`src/rtl/mem_port_arbiter.sv`:
```
// Shares one memory port between the multi-cycle CPU and a debug/loader requester.
// CPU has priority; starved debug requests age in, and locked debug bursts are bounded.
//
// state    | meaning
// IDLE     | no access in flight, arbitrating
// ACC_CPU  | memory driven from CPU fields, read data captured at exit
// ACC_DBG  | memory driven from debug fields, read data captured at exit
// RESP_CPU | cpu_ack pulse, arbitrating for the next access
// RESP_DBG | dbg_ack pulse, arbitrating for the next access
module mem_port_arbiter #(
  parameter int ADDR_W        = 32,
  parameter int DATA_W        = 32,
  parameter int MAX_WAIT      = 4,
  parameter int DBG_BURST_MAX = 8
) (
  input  logic              clk,
  input  logic              reset,
  input  logic              cpu_req,
  input  logic              cpu_we,
  input  logic [ADDR_W-1:0] cpu_addr,
  input  logic [DATA_W-1:0] cpu_wdata,
  output logic [DATA_W-1:0] cpu_rdata,
  output logic              cpu_ack,
  output logic              cpu_stall,
  input  logic              dbg_req,
  input  logic              dbg_we,
  input  logic [ADDR_W-1:0] dbg_addr,
  input  logic [DATA_W-1:0] dbg_wdata,
  input  logic              dbg_lock,
  output logic [DATA_W-1:0] dbg_rdata,
  output logic              dbg_ack,
  output logic [ADDR_W-1:0] mem_addr,
  output logic [DATA_W-1:0] mem_wdata,
  output logic              mem_read,
  output logic              mem_write,
  input  logic [DATA_W-1:0] mem_rdata,
  output logic [1:0]        owner
);

  localparam int WAIT_W  = $clog2(MAX_WAIT + 1);
  localparam int BURST_W = $clog2(DBG_BURST_MAX + 1);

  typedef enum logic [2:0] {
    IDLE     = 3'd0,
    ACC_CPU  = 3'd1,
    ACC_DBG  = 3'd2,
    RESP_CPU = 3'd3,
    RESP_DBG = 3'd4
  } state_t;

  state_t              state, state_nxt;
  logic [WAIT_W-1:0]   wait_cnt;
  logic [BURST_W-1:0]  burst_cnt;
  logic                dbg_locked;
  logic                arb_ok, dbg_starved, lock_cont, grant_cpu, grant_dbg;

  // Arbitration is only meaningful in IDLE and the two response states.
  always_comb begin
    arb_ok      = (state == IDLE) || (state == RESP_CPU) || (state == RESP_DBG);
    dbg_starved = (wait_cnt >= WAIT_W'(MAX_WAIT));
    lock_cont   = (state == RESP_DBG) && dbg_locked &&
                  (burst_cnt < BURST_W'(DBG_BURST_MAX));
    grant_cpu   = arb_ok && cpu_req && !(dbg_req && (dbg_starved || lock_cont));
    grant_dbg   = arb_ok && dbg_req && !grant_cpu;
  end

  always_comb begin
    state_nxt = state;
    mem_addr  = '0;
    mem_wdata = '0;
    mem_read  = 1'b0;
    mem_write = 1'b0;
    case (state)
      ACC_CPU: begin
        mem_addr  = cpu_addr;
        mem_wdata = cpu_wdata;
        mem_write = cpu_we;
        mem_read  = ~cpu_we;
        state_nxt = RESP_CPU;
      end
      ACC_DBG: begin
        mem_addr  = dbg_addr;
        mem_wdata = dbg_wdata;
        mem_write = dbg_we;
        mem_read  = ~dbg_we;
        state_nxt = RESP_DBG;
      end
      default: begin
        if (grant_cpu)      state_nxt = ACC_CPU;
        else if (grant_dbg) state_nxt = ACC_DBG;
        else                state_nxt = IDLE;
      end
    endcase
  end

  always_ff @(posedge clk or negedge reset) begin
    if (!reset) begin
      state      <= IDLE;
      wait_cnt   <= '0;
      burst_cnt  <= '0;
      dbg_locked <= 1'b0;
      cpu_rdata  <= '0;
      dbg_rdata  <= '0;
    end else begin
      state <= state_nxt;
      if (state == ACC_CPU && !cpu_we) cpu_rdata <= mem_rdata;
      if (state == ACC_DBG && !dbg_we) dbg_rdata <= mem_rdata;
      if (grant_dbg) dbg_locked <= dbg_lock;

      // Ageing only while debug is actually waiting, not while it is being served.
      if (grant_dbg)
        wait_cnt <= '0;
      else if (dbg_req && state != ACC_DBG && state != RESP_DBG &&
               wait_cnt < WAIT_W'(MAX_WAIT))
        wait_cnt <= wait_cnt + WAIT_W'(1);

      // Each locked debug access finished while the CPU waits uses up burst budget.
      if (grant_cpu || !dbg_lock)
        burst_cnt <= '0;
      else if (state == ACC_DBG && cpu_req && burst_cnt < BURST_W'(DBG_BURST_MAX))
        burst_cnt <= burst_cnt + BURST_W'(1);
    end
  end

  always_comb begin
    cpu_ack   = (state == RESP_CPU);
    dbg_ack   = (state == RESP_DBG);
    cpu_stall = cpu_req & ~cpu_ack;
    case (state)
      ACC_CPU, RESP_CPU: owner = 2'b01;
      ACC_DBG, RESP_DBG: owner = 2'b10;
      default:           owner = 2'b00;
    endcase
  end

endmodule
```
`config.mk`:
```
export PLATFORM = sky130hd
export DESIGN_NAME = mem_port_arbiter
export DESIGN_NICKNAME = d
export VERILOG_FILES = /design/src/rtl/mem_port_arbiter.sv
export SDC_FILE = /design/constraint.sdc
export NUM_CORES = 1
export LEC_CHECK = 0
export ABC_AREA = 1
export CAP_MARGIN = 20
export CORE_AREA = 2 2 116 118
export CTS_BUF_LIST = sky130_fd_sc_hd__clkbuf_4 sky130_fd_sc_hd__clkbuf_8
export DETAILED_ROUTE_END_ITERATION = 8
export DIE_AREA = 0 0 118 120
export GPL_TIMING_DRIVEN = 0
export PLACE_DENSITY = 0.76
export SLEW_MARGIN = 10
export SYNTH_ARGS = -nofsm -noshare
export SYNTH_HDL_FRONTEND = slang
export SYNTH_SLANG_ARGS = --single-unit
```
`constraint.sdc`:
```
create_clock -name clk -period 1.5 [get_ports clk]
set_input_delay 0.3 -clock clk [delete_from_list [all_inputs] [get_ports clk]]
set_output_delay 0.3 -clock clk [all_outputs]
set_load 0.01 [all_outputs]
```
# Yosys cells after proc, flatten, opt, wreduce, memory -nomap -nowiden
# Index checks and enable logic that the tools add are counted.
# totals
word_cells	61
output_inout_bits	135
input_bits	167
ff_bits	75
# op_classes
reduce_logical	28
n_lt_le_gt_ge	3
bitwise	4
mux	12
eq_ne	6
n_addsub	2
# op_table
op	count
$pmux 32 s2	2
$logic_and 1x1->1	14
$mux 4	2
$eq 3x2->1 const B	2
$mux 3	2
$pmux 3 s2	1
$logic_not 1->1	5
$add 4x1->4 const B	1
$logic_or 1x1->1	4
$lt 4x4->1 const B	1
$mux 2	2
$pmux 1 s2	2
$pmux 2 s2	1
$reduce_bool 2->1	2
$reduce_or 2->1	2
$add 3x1->3 const B	1
$eq 3x1->1 const B	1
$eq 3x3->1 const B	1
$ge 3x3->1 const B	1
$logic_not 3->1	1
$lt 3x3->1 const B	1
$ne 3x2->1 const B	1
$ne 3x3->1 const B	1
$not 1->1	3
$and 1x1->1	1

# Depth between registers and ports, before layout
# Gate-level depths: netlist of the first run.
# depth
word_depth	12
mapped_depth	9
depth_no_buf	9

# Worst setup path before layout of the first run
# Ideal clock, no wire load.
# synth_path
kind	register to output
from	register state[2]
to	output port mem_addr[0]
path_slack_ns	0.034
stages_incl_launch_ff	7
arrival_time_ns	1.166
cell_sequence	dfrtp_1 nor2_4 nand2_2 inv_2 buf_6 buf_4 a22o_1
# synth_between
elab_chain_len	2
elab_cells_between_ends	3
classes_between	2 x eq/ne; 1 x mux
# synth_lines
element	line_no	text
start, declared	51	state_t state, state_nxt;
start signal, assigned	105	state <= state_nxt;
$eq 3x2->1 / $eq 3x1->1 (equally long branches)	73	case (state)
$pmux 32 s2 *	73	
end, declared	32	output logic [ADDR_W-1:0] mem_addr,
# Every way passes the cells marked *; elsewhere a longest branch is shown, timed or not.

# Worst setup path after layout of the first run
# layout_path
from	register state[0]
to	output port mem_addr[17]
# Same word-level chain as after synthesis.

==> results of run 1 <==
-- kinds of logic after synthesis --
family          Yosys count  synth area share [%]
compound gates          134                 27.76
simple gates            112                 11.57
buf+inv                  80                 11.80
flops                    75                 47.69
fa+ha+maj                 3                0.9540
xor+xnor                  1                0.2226
-- through the flow --
step	setup TNS (ns)	instances	setup WS, ns
global route	-41.18	929	-0.5822
detailed placement	-42.08	883	-0.7503
global placement	-215.48	882	-2.345
finish	-34.40	929	-0.5094
floorplan	0	405	0.03378
CTS	-33.57	912	-0.5882
-- final cells by class --
type                            instances  area [µm²]
Buffer                                 27       399.1
Antenna cell                            2       5.005
Clock buffer                           11       145.1
Multi-Input combinational cell        250        1887
Timing Repair Buffer                  331        3109
Clock inverter                          5       61.31
Sequential cell                        75        1881
Fill cell                            1112        5070
Inverter                               52       202.7
Tap cell                              176       220.2
-- cell usage in the layout, fill, tap and decap left out, types with 9 or more instances in the layout --
master           netlist  final
inv_1                 48     46
buf_12                 0      9
dfrtp_1               75     72
buf_2                  2     49
dlygate4sd2_1          0     64
nand2_2                3     24
o21ai_1               12     13
o21ai_2               46     51
nand2_4                1     15
clkdlybuf4s50_1        0    165
clkbuf_8               0     10
nand2_1               89     53
buf_4                  6     18
a22o_1                64     58
buf_6                 18     36
-- where the power goes --
| group | total, mW | switching, mW | internal (mW) | leakage (nW) |
|---|---|---|---|---|
| logic | 9.79 | 4.77 | 5.02 | 2.92 |
| registers | 3.55 | 0.639 | 2.91 | 0.945 |
| clock network | 1.61 | 0.769 | 0.838 | 0.0956 |
| total | 14.9 | 6.18 | 8.77 | 3.96 |
-- registers in the layout, summed over array words and instances (netlist names) --
register and cells:
burst_cnt 4, cpu_rdata 32, dbg_locked 1, dbg_rdata 32, state 3, wait_cnt 3
-- Yosys cell counts (all sizes together) (2+ instances only) --
cell type,n
nand2,93
buf,26
inv,52
dfrtp,75
a31oi,2
nand3,4
clkbuf,2
o21ai,64
a22o,64
nor2,13
ha,3
nand4,2
a21boi,2
-- metal layers --
| metal | share of wire (%) | up-vias | GRT usage (%) |
|---|---|---|---|
| li1 | - | 2052 | - |
| met1 | 37 | 2166 | 28.22 |
| met2 | 53 | 195 | 45.57 |
| met3 | 8.3 | 24 | 9.838 |
| met4 | 2.0 | 2 | 8.660 |
| met5 | 0.067 | - | 0 |
-- final timing paths --
| check | to | slack (ns) |
|---|---|---|
| worst max register to register | dbg_rdata[13] | -0.09 |
| worst min register to register | cpu_rdata[29] | 0.48 |
| worst min-delay path | dbg_rdata[3] | 0.43 |
| worst max-delay path | mem_addr[17] | -0.51 |
| min in group clk | cpu_rdata[29] | 0.48 |
| max in group asynchronous | cpu_rdata[14] | 0.48 |
-- repair_timing --
item | CTS | global route
pin swaps | 7 | 16
gates resized for setup | 412 | 102
gates cloned | 0 | 7
endpoints found under the setup margin | 135 | 103
hold endpoints to repair | 31 | 0
hold buffers | 1 | 0
buffers inserted | 12 | 11
==> impl_metrics.ini, run 1 <==
[global_route]
grt_max_degree = 45
antenna_found_initial = 3
grt-ovfl-total = 0
grt_pass1_vias = 4588
grt_pass1_wl_mm = 27.54
grtUsageTotal_pct = 25.71

[synthesis]
synth.area.top_cells = dfrtp_1 48%, a22o_1 14%, o21ai_2 10%
ys_seq_elements = 75
synth_cell_types = 27
yosysWarnings = 0
synthesis.nets = 575
syn-instance-count = 405
yosysSeqAreaShare_pct = 47.69
synthFlopType = dfrtp_1
synthArstFlopShare_pct = 100.0
syn-mean-instance-area_um2 = 9.716
synth_area_um2 = 3935
synth_top_cell_area_share_pct = 47.69
synth_top_cell_by_area = dfrtp_1
synth-edff-count = 0

[placement]
io_buffers = 301
dpl-instance-area_um2 = 7186
gp_congestion = 0.8932
hpwl_mm = 14.51

[critical_path]
critPathKind = reg -> out
critical_path.startpoint_type = flip-flop
cp_common_cell = buf_12
critPathBufInv = 4
r2r_cells = 10
critPathTopFamily = buffers and inverters
end_kind = output pin
crit_chain = nor2_4, nand2_4, inv_4, buf_12, buf_12, a22o_1, buf_2
critical_path.slowest_cell = dfrtp_2
crit_fanout = 10
worstPathRequired_ns = 1.20
slowest_delay_ns = 0.45
startpoint = state[0]
crit-reg2reg-launch = state[0]
worstSetupPathDepth = 7
cp.arrival_ns = 1.71

[final_layout]
fin_nets = 916
drive_gt1_share_pct = 34.75
final_util_pct = 60.94
stdcell_area_um2 = 7910
area_delta_synth_final_pct = 101.0

[power]
power.density_nw_per_um2 = 1890
ir_worst_vdd_mv = 1.153
power.leakage_nw = 3.965
p_total_mw = 14.95

[timing]
timing.fmax_mhz = 497.7
finalCriticalPeriod_ns = 2.009
min_period_over_period_pct = 134.0
slew_viol_final = 0
setup_viol = 109
fin_skew_ns = 0.005961
finalHoldViolCount = 0
slew_headroom_pct = 70.60
worst-slew-pin-transition_ns = 0.4409
rsz0062_at_grt = true
layout_setup_ws_ns = -0.5094
hold-worst-slack_ns = 0.4316

[floorplan]
die_y_um = 120
coreArea_um2 = 12980
dieWidth_um = 118
rows = 42
io_pins = 302
initial_utilization_pct = 30.32
dieArea_um2 = 14160

[cts]
cts-htree-levels = 3
clk_latency_ns = 0.35
cts_tree = done
cts_buffer_depth = 2
path_clk_slew_ns = 0.08
cts_sinks = 75
numCtsBuffers = 9
root_buffer = clkbuf_8

[drt]
antenna_left = 0
via_per_inst = 4.778
drt_pass1_iterations = 5
drt_iter0_drc = 192
wl_per_cell_um = 20.86
routed_wl_mm = 19.38
vias = 4439
drc = 0

[worst_hold_path]
hold_path_class = in -> async

[job]
drv_cap = 0

[outcome]
status = finished, violations left
failed_checks = negative setup slack
Note: power is estimated with default switching activity, not from simulation.
==> run 2: changes to the inputs <==
--- a/config.mk
+++ b/config.mk
@@ -13,7 +13,7 @@
 export DIE_AREA = 0 0 118 120
 export GPL_TIMING_DRIVEN = 0
 export PLACE_DENSITY = 0.76
-export SLEW_MARGIN = 10
+export SLEW_MARGIN = 0
 export SYNTH_ARGS = -nofsm -noshare
 export SYNTH_HDL_FRONTEND = slang
 export SYNTH_SLANG_ARGS = --single-unit
==> impl_metrics.ini, run 2 (same netlist as run 1, synthesis figures left out) <==
[floorplan]
dieArea_um2 = 14160
rows = 42
dieWidth_um = 118
coreArea_um2 = 12980
io_pins = 302
die_y_um = 120
initial_utilization_pct = 30.32

[critical_path]
slowest_delay_ns = 0.44
cp.arrival_ns = 1.75
critPathTopFamily = buffers and inverters
end_kind = output pin
critPathKind = reg -> out
r2r_slack_ns = -0.08
crit_fanout = 7
critPathBufInv = 4
critical_path.startpoint_type = flip-flop
rr_endpoint = wait_cnt[0]
crit_chain = nor2_4, nand2_4, inv_6, buf_12, buf_8, a22o_1, buf_2
r2r_cells = 10
worstPathRequired_ns = 1.20
critical_path.slowest_cell = dfrtp_2
crit-reg2reg-launch = state[0]

[worst_hold_path]
holdPathStages = 2
min_to = dbg_rdata[15]
hold_path_class = reg -> reg
min-delay-start = dbg_rdata[15]

[timing]
fin_skew_ns = 0.009662
slew_headroom_pct = 74.45
setup_viol = 86
rsz0062_at_grt = true
layout_setup_ws_ns = -0.5473
timing.fmax_mhz = 488.5
finalCriticalPeriod_ns = 2.047
worst-slew-pin-transition_ns = 0.3832
finalHoldViolCount = 0
slew_viol_final = 0
min_period_over_period_pct = 136.5

[global_route]
grt_pass1_vias = 4629
grtUsageTotal_pct = 25.58
antenna_found_initial = 2
grt_pass1_wl_mm = 27.52
grt-ovfl-total = 0
grt_max_degree = 76

[drt]
wl_per_cell_um = 21.56
routed-wl-met3_mm = 1.600
drc = 0
highest_layer = met4
vias = 4584
drt_iter0_drc = 257
antenna_left = 0
wl_met2_mm = 10.65
drt_pass1_iterations = 4
routed_wl_mm = 20.35
wl_met1_mm = 7.551
via_per_inst = 4.856

[cts]
cts-htree-levels = 3
clk_latency_ns = 0.35
cts_sinks = 75
root_buffer = clkbuf_8
numCtsBuffers = 9
cts_tree = done
path_clk_slew_ns = 0.09
cts_buffer_depth = 2

[final_layout]
final_common_cell = clkdlybuf4s50_1
fin_nets = 931
area_delta_synth_final_pct = 110.3
final_util_pct = 63.77
drive_gt1_share_pct = 36.55
reg_top3 = cpu_rdata x32, dbg_rdata x32, burst_cnt x4
final_cell_mix = 165 x clkdlybuf4s50_1, 72 x dfrtp_1, 64 x dlygate4sd2_1
stdcell_count = 944

[placement]
gp_congestion = 0.8932
preCtsSetupSlack_ns = -0.7369
hpwl_mm = 14.36
io_buffers = 301
dp_cells = 883

[outcome]
failed_checks = negative setup slack
status = finished, violations left

[job]
drv_cap = 0

[power]
ir_worst_vdd_mv = 1.100
power.leakage_nw = 4.132
power.density_nw_per_um2 = 1922
p_total_mw = 15.91
## run 2: changes by cell type in the layout (fill, tap and decap cells not counted), sizes merged
cell,before,now
buf,120,123
clkinv,0,4
clkbuf,19,29
inv,53,52
clkinvlp,3,2
## run 2: cell type report
cell class	count	area, µm²
Buffer	28	467.9
Sequential cell	75	1881
Clock buffer	9	123.9
Timing Repair Buffer	345	3445
Antenna cell	2	5.005
Clock inverter	7	68.82
Inverter	52	205.2
Tap cell	176	220.2
Multi-Input combinational cell	250	1861
Fill cell	1056	4703
## run 2: worst register-to-register path: stages, from the launching register on
cell     delay, ns
dfrtp_2       0.44
buf_4         0.15
buf_6         0.11
nor2_4        0.11
buf_6         0.11
inv_1         0.09
a21oi_4       0.18
nand2_4       0.10
nand2_4       0.10
inv_2         0.04
nor2_1        0.09
## run 2: layer usage
| metal | global-route usage (%) | vias up |
|---|---|---|
| met5 | 0 | - |
| met3 | 9.791 | 36 |
| met4 | 9.187 | 0 |
| met1 | 28.10 | 2259 |
| li1 | - | 2089 |
| met2 | 45.06 | 200 |
## run 2: power breakdown
group / internal (mW) / switching [mW] / total (mW)
clock: 0.762 / 0.795 / 1.56
sequential: 2.91 / 0.626 / 3.54
combinational: 5.79 / 5.02 / 10.8
## run 2: through the flow
stage	instance area (µm²)	TNS, ns	hold slack (ns)
finish	8277	-33.62	0.4812
global route	8277	-40.72	0.5069
floorplan	3935	0	0.004409
CTS	7441	-34.98	0.4825
global placement	7168	-215.48	0.4591
detailed placement	7193	-42.04	0.3473
## run 2: worst max-delay path by stage
| stage | from | end | cells past startpoint |
|---|---|---|---|
| after floorplan | state[2] | mem_addr[0] | 6 |
| after global placement | reset | dbg_rdata[14] | 1 |
| after detailed placement | state[2] | mem_addr[18] | 7 |
| after CTS | state[0] | mem_wdata[17] | 8 |
| after global routing | state[0] | mem_addr[17] | 7 |
| final | state[0] | mem_addr[17] | 7 |
## run 2: what timing repair did
item                                    in CTS  in global routing
hold endpoints to repair                    75                  0
hold buffers                                 1                  0
endpoints found under the setup margin     135                142
pin swaps                                    5                 17
resized for setup                          389                145
setup buffers                               13                 13
gates cloned                                 0                 17
